### src/rtl/spi_pkg.sv
// Shared types and constants for the oversampled SPI slave.
package spi_pkg;

    typedef enum logic {IDLE = 1'b0, XFER = 1'b1} spi_state_t;
    typedef enum logic {EDGE_LEAD = 1'b0, EDGE_TRAIL = 1'b1} spi_edge_t;

    // {cpol, cpha}
    localparam logic [1:0] SPI_MODE0 = 2'b00;
    localparam logic [1:0] SPI_MODE1 = 2'b01;
    localparam logic [1:0] SPI_MODE2 = 2'b10;
    localparam logic [1:0] SPI_MODE3 = 2'b11;

    localparam logic [7:0] FILL_DEFAULT = 8'hFF;

    function automatic spi_edge_t sample_edge(input logic cpha);
        return cpha ? EDGE_TRAIL : EDGE_LEAD;
    endfunction

endpackage

### src/rtl/spi_slave_sync_if.sv
// SPI bus as seen by the slave; the pad-level tristate is built from o_miso/o_miso_oe.
interface spi_slave_sync_if;
    logic i_sck;
    logic i_ss_n;
    logic i_mosi;
    logic o_miso;
    logic o_miso_oe;

    modport master (output i_sck, i_ss_n, i_mosi, input o_miso, o_miso_oe);
    modport slave  (input i_sck, i_ss_n, i_mosi, output o_miso, o_miso_oe);
endinterface

### src/rtl/spi_sync_edge.sv
// Multi-flop synchronizer with a trailing delay flop for rise/fall detection.
module spi_sync_edge #(
    parameter int SYNC_STAGES = 2
) (
    input  logic i_sys_clk,
    input  logic i_sys_rst,
    input  logic i_rst_val,
    input  logic i_d,
    output logic o_rise,
    output logic o_fall
);
    // [SYNC_STAGES-1] is the last sync stage, [SYNC_STAGES] the edge-compare flop
    logic [SYNC_STAGES:0] r_pipe;

    always_ff @(posedge i_sys_clk) begin
        if (i_sys_rst) r_pipe <= {(SYNC_STAGES+1){i_rst_val}};
        else           r_pipe <= {r_pipe[SYNC_STAGES-1:0], i_d};
    end

    assign o_rise =  r_pipe[SYNC_STAGES-1] & ~r_pipe[SYNC_STAGES];
    assign o_fall = ~r_pipe[SYNC_STAGES-1] &  r_pipe[SYNC_STAGES];
endmodule

### src/rtl/spi_slave_sync.sv
// SPI slave fully clocked by i_sys_clk: oversampled SCK/SS/MOSI, one-entry TX holding
// register, unified shift register for both bit orders.
module spi_slave_sync import spi_pkg::*; #(
    parameter int             DW          = 8,
    parameter logic [DW-1:0]  FILL        = DW'(FILL_DEFAULT),
    parameter int             SYNC_STAGES = 2
) (
    input  logic          i_sys_clk,
    input  logic          i_sys_rst,
    input  logic          i_cpol,
    input  logic          i_cpha,
    input  logic          i_lsb_first,
    input  logic [DW-1:0] i_tx_data,
    input  logic          i_tx_valid,
    output logic          o_tx_ready,
    output logic [DW-1:0] o_rx_data,
    output logic          o_rx_valid,
    output logic          o_underrun,
    output logic          o_frame_err,
    output logic          o_busy,
    spi_slave_sync_if.slave bus
);
    localparam int CW = $clog2(DW+1);

    spi_state_t       r_state, w_state_nxt;
    logic [CW-1:0]    r_cnt;
    logic [DW-1:0]    r_shift, r_hold, r_rx_data;
    logic             r_hold_full, r_rx_valid, r_underrun, r_frame_err, r_miso;
    logic             r_cpol, r_cpha, r_lsb;
    logic [SYNC_STAGES-1:0] r_mosi_pipe;

    logic w_sck_rise, w_sck_fall, w_ss_rise, w_ss_fall;
    logic w_cpol, w_cpha, w_lsb, w_lead, w_trail, w_sample, w_drive;
    logic w_start, w_end, w_done, w_load, w_wr, w_mosi, w_first_bit, w_out_bit;
    logic [DW-1:0] w_load_word, w_shift_in;

    spi_sync_edge #(.SYNC_STAGES(SYNC_STAGES)) u_sck (
        .i_sys_clk(i_sys_clk), .i_sys_rst(i_sys_rst), .i_rst_val(i_cpol),
        .i_d(bus.i_sck), .o_rise(w_sck_rise), .o_fall(w_sck_fall));

    spi_sync_edge #(.SYNC_STAGES(SYNC_STAGES)) u_ss (
        .i_sys_clk(i_sys_clk), .i_sys_rst(i_sys_rst), .i_rst_val(1'b1),
        .i_d(bus.i_ss_n), .o_rise(w_ss_rise), .o_fall(w_ss_fall));

    // Same depth as the SCK synchronizer so the sampled bit lines up with the detected edge
    always_ff @(posedge i_sys_clk) begin
        if (i_sys_rst) r_mosi_pipe <= '0;
        else           r_mosi_pipe <= {r_mosi_pipe[SYNC_STAGES-2:0], bus.i_mosi};
    end
    assign w_mosi = r_mosi_pipe[SYNC_STAGES-1];

    // Mode pins are live only in IDLE; the frame runs on the latched copy
    assign w_cpol = (r_state == IDLE) ? i_cpol      : r_cpol;
    assign w_cpha = (r_state == IDLE) ? i_cpha      : r_cpha;
    assign w_lsb  = (r_state == IDLE) ? i_lsb_first : r_lsb;

    assign w_lead   = w_cpol ? w_sck_fall : w_sck_rise;
    assign w_trail  = w_cpol ? w_sck_rise : w_sck_fall;
    assign w_sample = (sample_edge(w_cpha) == EDGE_LEAD) ? w_lead  : w_trail;
    assign w_drive  = (sample_edge(w_cpha) == EDGE_LEAD) ? w_trail : w_lead;

    always_ff @(posedge i_sys_clk) begin
        if (i_sys_rst) r_state <= IDLE;
        else           r_state <= w_state_nxt;
    end

    always_comb begin
        w_state_nxt = r_state;
        w_start     = 1'b0;
        w_end       = 1'b0;
        case (r_state)
            IDLE:    if (w_ss_fall) begin w_state_nxt = XFER; w_start = 1'b1; end
            XFER:    if (w_ss_rise) begin w_state_nxt = IDLE; w_end   = 1'b1; end
            default: w_state_nxt = IDLE;
        endcase
    end

    assign w_done      = (r_state == XFER) && (r_cnt == CW'(DW));
    assign w_load      = w_start || (w_done && !w_end);
    assign w_wr        = i_tx_valid && !r_hold_full;
    assign w_load_word = r_hold_full ? r_hold : FILL;
    assign w_first_bit = w_lsb ? w_load_word[0] : w_load_word[DW-1];
    assign w_out_bit   = r_lsb ? r_shift[0]     : r_shift[DW-1];
    assign w_shift_in  = r_lsb ? {w_mosi, r_shift[DW-1:1]} : {r_shift[DW-2:0], w_mosi};

    always_ff @(posedge i_sys_clk) begin
        if (i_sys_rst) begin
            r_cnt <= '0; r_shift <= '0; r_hold <= '0; r_hold_full <= 1'b0;
            r_rx_data <= '0; r_rx_valid <= 1'b0; r_underrun <= 1'b0; r_frame_err <= 1'b0;
            r_miso <= 1'b0; r_cpol <= 1'b0; r_cpha <= 1'b0; r_lsb <= 1'b0;
        end else begin
            r_rx_valid  <= 1'b0;
            r_underrun  <= 1'b0;
            r_frame_err <= 1'b0;
            if (r_state == IDLE) begin
                r_cpol <= i_cpol; r_cpha <= i_cpha; r_lsb <= i_lsb_first;
            end
            // A write in a load cycle lands after the load has taken the old contents
            if (w_wr) begin
                r_hold      <= i_tx_data;
                r_hold_full <= 1'b1;
            end else if (w_load) begin
                r_hold_full <= 1'b0;
            end
            if (w_done) begin
                r_rx_data  <= r_shift;
                r_rx_valid <= 1'b1;
            end
            if (w_end) begin
                r_cnt       <= '0;
                r_miso      <= 1'b0;
                r_frame_err <= (r_cnt != '0) && !w_done;
            end else if (w_load) begin
                r_shift    <= w_load_word;
                r_underrun <= !r_hold_full;
                r_cnt      <= '0;
                if (!w_cpha) r_miso <= w_first_bit;
            end else if (r_state == XFER && w_sample) begin
                r_shift <= w_shift_in;
                r_cnt   <= r_cnt + CW'(1);
            end else if (r_state == XFER && w_drive) begin
                r_miso <= w_out_bit;
            end
        end
    end

    assign o_tx_ready    = !r_hold_full;
    assign o_rx_data     = r_rx_data;
    assign o_rx_valid    = r_rx_valid;
    assign o_underrun    = r_underrun;
    assign o_frame_err   = r_frame_err;
    assign o_busy        = (r_state == XFER);
    assign bus.o_miso    = r_miso;
    assign bus.o_miso_oe = (r_state == XFER);
endmodule

### src/flat_wrapper.sv
// flat-port wrapper written by rule: the top's interface ports become plain ports
module spi_slave_sync_flat import spi_pkg::*;
#(
    parameter int             DW          = 8,
    parameter logic [DW-1:0]  FILL        = DW'(FILL_DEFAULT),
    parameter int             SYNC_STAGES = 2
)
  (i_sys_clk, i_sys_rst, i_cpol, i_cpha, i_lsb_first, i_tx_data, i_tx_valid, o_tx_ready, o_rx_data, o_rx_valid, o_underrun, o_frame_err, o_busy, bus_i_sck, bus_i_ss_n, bus_i_mosi, bus_o_miso, bus_o_miso_oe);
  spi_slave_sync_if bus_i ();
  input  logic i_sys_clk;
  input  logic i_sys_rst;
  input  logic i_cpol;
  input  logic i_cpha;
  input  logic i_lsb_first;
  input  logic [DW-1:0] i_tx_data;
  input  logic i_tx_valid;
  output logic o_tx_ready;
  output logic [DW-1:0] o_rx_data;
  output logic o_rx_valid;
  output logic o_underrun;
  output logic o_frame_err;
  output logic o_busy;
  input wire logic [$bits(bus_i.i_sck)-1:0] bus_i_sck;
  input wire logic [$bits(bus_i.i_ss_n)-1:0] bus_i_ss_n;
  input wire logic [$bits(bus_i.i_mosi)-1:0] bus_i_mosi;
  output wire logic [$bits(bus_i.o_miso)-1:0] bus_o_miso;
  output wire logic [$bits(bus_i.o_miso_oe)-1:0] bus_o_miso_oe;
  assign bus_i.i_sck = bus_i_sck;
  assign bus_i.i_ss_n = bus_i_ss_n;
  assign bus_i.i_mosi = bus_i_mosi;
  assign bus_o_miso = bus_i.o_miso;
  assign bus_o_miso_oe = bus_i.o_miso_oe;
  spi_slave_sync #(.DW(DW), .FILL(FILL), .SYNC_STAGES(SYNC_STAGES)) u_core (.i_sys_clk(i_sys_clk), .i_sys_rst(i_sys_rst), .i_cpol(i_cpol), .i_cpha(i_cpha), .i_lsb_first(i_lsb_first), .i_tx_data(i_tx_data), .i_tx_valid(i_tx_valid), .o_tx_ready(o_tx_ready), .o_rx_data(o_rx_data), .o_rx_valid(o_rx_valid), .o_underrun(o_underrun), .o_frame_err(o_frame_err), .o_busy(o_busy), .bus(bus_i));
endmodule
### config.mk
export PLATFORM = sky130hd
export DESIGN_NAME = spi_slave_sync_flat
export DESIGN_NICKNAME = d
export VERILOG_FILES = /design/src/rtl/spi_pkg.sv /design/src/rtl/spi_slave_sync_if.sv /design/src/rtl/spi_sync_edge.sv /design/src/rtl/spi_slave_sync.sv /design/src/flat_wrapper.sv
export SDC_FILE = /design/constraint.sdc
export NUM_CORES = 1
export LEC_CHECK = 0
export ABC_CLOCK_PERIOD_IN_PS = 1600
export CAP_MARGIN = 20
export CORE_ASPECT_RATIO = 0.9
export CORE_MARGIN = 1
export CORE_UTILIZATION = 40
export DETAILED_ROUTE_END_ITERATION = 7
export HOLD_SLACK_MARGIN = 0.02
export PLACE_DENSITY = 0.73
export SKIP_CTS_REPAIR_TIMING = 1
export SLEW_MARGIN = 40
export SYNTH_ARGS = -nofsm -noshare
export SYNTH_HDL_FRONTEND = slang
export SYNTH_SLANG_ARGS = --single-unit
### constraint.sdc
create_clock -name i_sys_clk -period 1.6 [get_ports i_sys_clk]
set_input_delay 0.32 -clock i_sys_clk [delete_from_list [all_inputs] [get_ports i_sys_clk]]
set_output_delay 0.32 -clock i_sys_clk [all_outputs]
set_load 0.03 [all_outputs]
Word level (Yosys, flattened, before mapping)
Index checks and enable logic that the tools add are counted.

Add/sub/neg operators: 1. Multipliers: 0. Divide/modulo/power cells: 0. Order comparisons: 0. Equal/unequal tests: 3. Shift operators: 0. Mux-type cells: 28. Bitwise operators: 11. Reductions and logical operators: 20.

Operators by type and width (number): 8-bit two-way mux (4); 1-bit two-way mux (22); 1-bit inverter (7); 1-bit logical AND (6); 2-bit nonzero test (3); 3-bit OR reduction (2); 4-bit by 1-bit adder with 4-bit output, second input constant (1); 1-bit AND (4); 4-bit equality test, second input constant (1); 4-bit nonzero test (1); 2-bit OR reduction (2); 1-bit zero test (3); 3-bit two-way mux (1); 3-bit AND reduction (1); 2-bit by 1-bit != test with 1-bit output, second input constant (1); 2-bit != test, second input constant (1); 1-bit one-hot mux with 2 select lines (1); 2-bit AND reduction (1); 1-bit logical OR (1).

Flip-flop bits (word level): 45. Latch bits: 0. Memory bits (writable): 0. ROM bits: 0. Input port bits: 17. Output and inout port bits: 15. Logic and storage cells: 79. Memories kept: 0.

Logic depth before layout (Yosys ltp)
Gate-level depths: netlist (run 1).

Depth after elaboration: 9. Depth in mapped cells: 9. Depth with buffers taken out: 7.

Cells and area by module
A second synthesis (run 1) with hierarchy kept.

Cell total of the unflattened synthesis: 227. Area total of the unflattened synthesis: 2028.2 µm².

By module, submodules not included: spi_slave_sync (instances 1, cells each 211, area each 1815.5 µm², seq. area each 780.7 µm²); spi_sync_edge (instances 2, cells each 8, area each 106.4 µm², seq. area each 60.1 µm²).

Worst setup path after synthesis (run 1)
No wires, ideal clock.

Path type: reg-to-reg. Start point: reg u_core.r_cnt[0]. End point: reg u_core.r_shift[5]. Arrival: 1718 ps. Path slack: -214 ps. Cell stages (with the launch flop): 9. Period minus slack after synthesis: 1814 ps. Cell sequence: dfxtp_1 > inv_1 > ha_1 > and4b_1 > maj3_1 > nor2_2 > buf_2 > o21ai_1 > o41ai_2.

Longest elaborated chain between the ends: 6. Elaborated cells on any way between the ends: 7. Classes of those cells: eq/ne (1); mux (1); reduce/logical (5).

RTL lines: start: declaration (line spi_slave_sync.sv:26) `logic [CW-1:0] r_cnt;`; start signal: assignment (line spi_slave_sync.sv:120) `r_cnt <= r_cnt + CW'(1);`; 4-bit equality test * (line spi_slave_sync.sv:78) `assign w_done = (r_state == XFER) && (r_cnt == CW'(DW));`; 1-bit logical AND * (line spi_slave_sync.sv:78); 1-bit logical AND * (line spi_slave_sync.sv:79) `assign w_load = w_start || (w_done && !w_end);`; 1-bit logical OR * (line spi_slave_sync.sv:79); 2-bit nonzero test (no line); 2-bit AND reduction (no line); end signal: assignment (line spi_slave_sync.sv:114) `r_shift <= w_load_word;`; end signal: assignment (line spi_slave_sync.sv:119) `r_shift <= w_shift_in;`; end: declaration (line spi_slave_sync.sv:27) `logic [DW-1:0] r_shift, r_hold, r_rx_data;`.

Every way passes the cells marked *; elsewhere a longest branch is shown, timed or not. A chain may end at the register's enable or synchronous reset.

Worst setup path in the final report (run 1)
Start point: reg u_core.r_cnt[1]. End point: reg u_core.r_shift[1].

The elaborated chain is that of the path after synthesis.

==> results.toml, run 1 <==
[outcome]
status = "finished with violations"
violations = "negative setup slack"

[pwr]
pwr-share-clk_pct = 36.8
comb_power_share_pct = 13.8
p_int_mw = 1.83
irDropWorstVdd_v = 0.000518
switching_share_pct = 23.9
p_seq_share_pct = 49.4
power_density_mw_per_mm2 = 820
switchingPower_mw = 0.575
p_leak_nw = 1.43

[cts]
ctsLongestPathBuffers = 2
clk_latency_ps = 310
root_buffer = "clkbuf_8"
cts_tree = "done"
cts.sinks = 45
cts_buffers = 5
clk_pin_slew_ps = 80
htree_num_levels = 2

[detailed_routing]
drc = 0
vias_per_cell = 5.07
wire_per_inst_um = 13.1
dr.pass1.iters = 4
vias = 1830
drtIter0Drc = 74
drt-total-wl_mm = 4.73
ant_nets = 0

[sta]
skew_ps = 8.02
rsz0062_at_grt = "yes"
period_share_pct = 107
tns_ps = -588
setup_ws_ps = -110
relSlewSlack_pct = 74.4
setup_viol = 9
slew_violations = 0
finalCriticalPeriod_ps = 1710
worst_pin_slew_ps = 383
whs_ps = 414
final-hold-violation-count = 0
clock.fmax_mhz = 585

[die]
start_util_pct = 41.6
core_mm2 = 0.00486
ioPinCount = 32
fp.dieArea_mm2 = 0.00535
fp.dieW_um = 77.0
die_height_um = 69.5
row_count = 24

[worst_setup_path]
worst_setup_path_end_kind = "flip-flop"
crit_path_max_incr_delay_ps = 330
r2r-start = "u_core.r_cnt[1]"
start_kind = "flip-flop"
path_cells = "inv_2 > ha_4 > and4b_2 > maj3_2 > nor2_4 > clkbuf_16 > o41ai_1"
crit_family = "simple AND/OR/NAND/NOR gates"
cp-startpoint = "u_core.r_cnt[1]"
worstPathArrival_ps = 1920
cp_data_required_time_ps = 1810
worst-setup-path-type = "flip-flop to flip-flop"
crit_slowest_cell = "dfxtp_2"
critPathBufInv = 2
worstPathMaxFanout = 8

[final_layout]
area.growth.synth_to_final_pct = 45.0
num-fill-cells = 436
finalNonFillerCells = 361
seqCellArea_um2 = 906
multi_input_area_mm2 = 0.00116
final_nets = 314
fin_util_pct = 60.4
diodes = 0
layout-drive-gt1-share_pct = 24.0

[yosys]
async_flop_share_pct = 0
yosys_warnings = 0
yosys_register_bits = 45
synthCells = 236
syn-num-nets = 255
syn_area_per_cell_um2 = 8.58
synth_area_mm2 = 0.00203
yosysUniqueCellTypes = 37
synth_edf_count = 0
seq_area_frac_synth_pct = 44.5
synth_ff_type = "dfxtp_1"

[placed_design]
portBuffers = 31
gp_congestion = 0.820
dp_hpwl_mm = 3.08
placedCellCount = 343

[worst_hold_path]
hp-start = "u_core.u_ss.r_pipe[0]"
hold_path_class = "flip-flop to flip-flop"

[global_route]
antenna_found_initial = 0
grtUsageTotal_pct = 17.5
grt_pass1_wl_mm = 7.33
grt_pass1_vias = 1598
global_route.overflow_total = 0
grt_max_degree = 49

[job]
drv_cap = 0
==> cells in the final DEF (no fill, tap or decap), types with 5 or more instances in the layout <==
cell type        instances
nor2b_1                 14
o21ai_0                  5
o21ai_1                  5
buf_4                   27
dlymetal6s2s_1          15
clkdlybuf4s50_1         16
clkbuf_8                 6
nand2_1                 49
mux2i_1                 15
a21oi_1                 20
dfxtp_1                 41
nor2_1                  11
o31ai_1                  5
o41ai_2                  5
==> layout make-up <==
cell class                      instances  share of cell area [%]
Clock inverter                          1                    1.02
Sequential cell                        45                    30.8
Inverter                                7                   0.894
Timing Repair Buffer                   64                    21.9
Tap cell                               65                    2.77
Clock buffer                            7                    2.94
Multi-Input combinational cell        172                    39.7
==> per-layer routing <==
metal / routed length (um) / vias up / global-route usage [%]
met5: 0 / - / 0
met4: 76 / 0 / 6.29
met3: 217 / 7 / 5.66
met2: 2120 / 43 / 27.0
met1: 2310 / 851 / 22.8
li1: - / 929 / -
==> state kept, by name, summed over array words and instances, names as in the netlist <==
name	count
u_core.bus.o_miso	1
u_core.bus.o_miso_oe	1
u_core.o_frame_err	1
u_core.o_rx_data	8
u_core.o_rx_valid	1
u_core.o_underrun	1
u_core.r_cnt	4
u_core.r_cpha	1
u_core.r_cpol	1
u_core.r_hold	8
u_core.r_hold_full	1
u_core.r_lsb	1
u_core.r_mosi_pipe	2
u_core.r_shift	8
u_core.u_sck.r_pipe	3
u_core.u_ss.r_pipe	3
==> synth_stat cells (3+ instances only) <==
| library cell | count | area share [%] |
|---|---|---|
| a21oi_1 | 21 | 5.2 |
| buf_1 | 3 | 0.56 |
| buf_2 | 4 | 0.99 |
| clkbuf_1 | 5 | 0.93 |
| dfxtp_1 | 45 | 44 |
| inv_1 | 6 | 1.1 |
| mux2i_1 | 15 | 7.4 |
| nand2_1 | 49 | 9.1 |
| nand2b_1 | 4 | 1.2 |
| nand3b_1 | 3 | 1.1 |
| nor2_1 | 11 | 2.0 |
| nor2b_1 | 15 | 4.6 |
| o21ai_0 | 6 | 1.5 |
| o21ai_1 | 8 | 2.0 |
| o31ai_1 | 6 | 2.2 |
| o41ai_1 | 6 | 2.6 |
| or2_2 | 3 | 0.93 |
==> power by group through the flow <==
| stage | clock network [mW] | logic (mW) | registers (mW) |
|---|---|---|---|
| floorplan | 0 | 0.180 | 1.21 |
| global placement | 0 | 0.294 | 1.21 |
| detailed placement | 0 | 0.298 | 1.22 |
| CTS | 0.909 | 0.299 | 1.19 |
| global route | 0.953 | 0.360 | 1.20 |
| finish | 0.888 | 0.331 | 1.19 |
==> cell families (layout without fill, tap and decap cells) <==
logic type	count (synthesis)	after routing	share of synthesized area (%)
AOI/OAI and AO/OA	52	54	16.4
buffers and inverters	21	79	4.51
and+or+nand+nor	94	94	22.1
xor gates and xnor gates	4	4	1.73
DFF	45	45	44.5
adders and majority gates	3	3	1.73
muxes	17	17	9.08
==> worst paths after layout <==
check | endpoint | slack (ps) | cells past startpoint
min | u_core.u_ss.r_pipe[1] | 410 | 1
min reg2reg | u_core.u_ss.r_pipe[1] | 410 | 1
max reg2reg | u_core.r_shift[1] | -110 | 7
max | u_core.r_shift[1] | -110 | 7
==> stage by stage <==
stage	instance area, um2	power [mW]	worst slack, ps
after floorplan	2100	1.39	3.60
after global placement	2610	1.51	-108
after detailed placement	2610	1.51	-138
after CTS	2730	2.40	-234
after global routing	2940	2.51	-181
final	2940	2.41	-110
(Power assumes the default switching activity.)
==> inputs of run 2 (changes only) <==
--- a/config.mk
+++ b/config.mk
@@ -5,14 +5,14 @@
 export SDC_FILE = /design/constraint.sdc
 export NUM_CORES = 1
 export LEC_CHECK = 0
-export ABC_CLOCK_PERIOD_IN_PS = 1600
+export ABC_CLOCK_PERIOD_IN_PS = 1790
 export CAP_MARGIN = 20
 export CORE_ASPECT_RATIO = 0.9
 export CORE_MARGIN = 1
 export CORE_UTILIZATION = 40
 export DETAILED_ROUTE_END_ITERATION = 7
 export HOLD_SLACK_MARGIN = 0.02
-export PLACE_DENSITY = 0.73
+export PLACE_DENSITY = 0.7
 export SKIP_CTS_REPAIR_TIMING = 1
 export SLEW_MARGIN = 40
 export SYNTH_ARGS = -nofsm -noshare
==> constraint.sdc (replaced) <==
create_clock -name i_sys_clk -period 1.79 [get_ports i_sys_clk]
set_input_delay 0.358 -clock i_sys_clk [delete_from_list [all_inputs] [get_ports i_sys_clk]]
set_output_delay 0.358 -clock i_sys_clk [all_outputs]
set_load 0.03 [all_outputs]
==> results.toml, run 2 (synthesis gave the netlist of run 1 again) <==
[outcome]
status = "completed"

[placed_design]
gp_congestion = 0.776
dp_hpwl_mm = 2.80
portBuffers = 31
dpl_worst_slack_ps = 20.1

[job]
drv_cap = 0

[die]
core_mm2 = 0.00486
ioPinCount = 32
fp.dieArea_mm2 = 0.00535
die_height_um = 69.5
row_count = 24
start_util_pct = 41.6
fp.dieW_um = 77.0

[worst_hold_path]
hold_path_class = "flip-flop to flip-flop"
hp-start = "u_core.u_ss.r_pipe[0]"
whs_path_depth = 1
min_to = "u_core.u_ss.r_pipe[1]"

[detailed_routing]
wire_per_inst_um = 12.2
dr.pass1.iters = 4
wl_met3_um = 141
ant_nets = 0
top_layer = "met4"
vias = 1706
vias_per_cell = 4.99
drt-total-wl_mm = 4.18
met2_length_mm = 1.84
wl_met1_mm = 2.16
drtIter0Drc = 90
drc = 0

[worst_setup_path]
worst_setup_path_end_kind = "flip-flop"
worst-setup-path-type = "flip-flop to flip-flop"
r2r_slack_ps = 60
worstPathMaxFanout = 8
start_kind = "flip-flop"
rr_endpoint = "u_core.r_shift[2]"
cp_data_required_time_ps = 1980
r2r-start = "u_core.r_cnt[1]"
worstPathArrival_ps = 1920
reg2reg_depth = 7

[global_route]
grtUsageTotal_pct = 16.2
antenna_found_initial = 0
grt_pass1_vias = 1469
grt_pass1_wl_mm = 6.99
grt_max_degree = 49
global_route.overflow_total = 0

[final_layout]
final_common_cell = "nand2_1"
final_cell_mix = "nand2_1, dfxtp_1, clkdlybuf4s50_1"
diodes = 0
layout-drive-gt1-share_pct = 14.8
area.growth.synth_to_final_pct = 32.5
final_nets = 295
num-fill-cells = 489

[sta]
relSlewSlack_pct = 65.8
period_share_pct = 96.5
setup_viol = 0
setup_ws_ps = 61.8
slew_violations = 0
final-hold-violation-count = 0
tns_ps = 0
clock.fmax_mhz = 579
skew_ps = 9.05
finalCriticalPeriod_ps = 1730
worst_pin_slew_ps = 511

[cts]
ctsLongestPathBuffers = 2
clk_pin_slew_ps = 90
clk_latency_ps = 290
cts_tree = "done"
cts_buffers = 5
htree_num_levels = 2
cts.sinks = 45
root_buffer = "clkbuf_8"

[pwr]
p_leak_nw = 1.10
power_density_mw_per_mm2 = 773
irDropWorstVdd_v = 0.000443
## run 2: worst max path at each step
| stage | from | endpoint | slack (ps) | cells past startpoint |
|---|---|---|---|---|
| after CTS | u_core.bus.o_miso_oe | bus_o_miso_oe | -50 | 1 |
| final | u_core.r_cnt[1] | u_core.r_shift[2] | 60 | 7 |
| after floorplan | u_core.r_cnt[0] | u_core.bus.o_miso | 10 | 9 |
| after global routing | u_core.r_cnt[1] | u_core.r_shift[0] | -6 | 8 |
| after global placement | u_core.r_cnt[0] | u_core.r_shift[6] | 80 | 8 |
| after detailed placement | u_core.r_cnt[1] | u_core.r_shift[4] | 20 | 7 |
## run 2: metrics by stage
stage               hold slack, ps  utilization (%)  cell area, um2  power (mW)  std cells
floorplan                      389                -            2030        1.23        236
global placement               397             51.2            2490        1.33        333
detailed placement             399             51.2            2490        1.33        333
CTS                            423             53.5            2600        2.08        341
global route                   457             55.2            2680        2.17        342
finish                         421             55.2            2680        2.08        342
## run 2: cell type report
class | count | area [um2] | area share (%)
Timing Repair Buffer | 47 | 484 | 18.0
Multi-Input combinational cell | 170 | 1080 | 40.1
Tap cell | 65 | 81.3 | 3.03
Clock buffer | 6 | 72.6 | 2.70
Inverter | 7 | 26.3 | 0.979
Clock inverter | 2 | 38.8 | 1.45
Sequential cell | 45 | 903 | 33.7
## run 2: critical path, stage by stage, from the launching register on
cell and delay (ps):
dfxtp_2 320, inv_1 70, ha_2 180, and4b_2 280, maj3_2 220, nor2_4 60, clkbuf_16 170, o41ai_1 320
## run 2: where the power goes
group	leakage (nW)	switching, mW	internal [mW]	total (mW)
combinational	0.674	0.134	0.128	0.262
clock	0.0554	0.334	0.419	0.753
sequential	0.368	0.0263	1.03	1.06
## run 2: routing by layer
| layer | global-route usage (%) | up-vias |
|---|---|---|
| met1 | 24.7 | 786 |
| met4 | 5.03 | 0 |
| met2 | 22.4 | 32 |
| met5 | 0 | - |
| met3 | 3.55 | 4 |
| li1 | - | 884 |
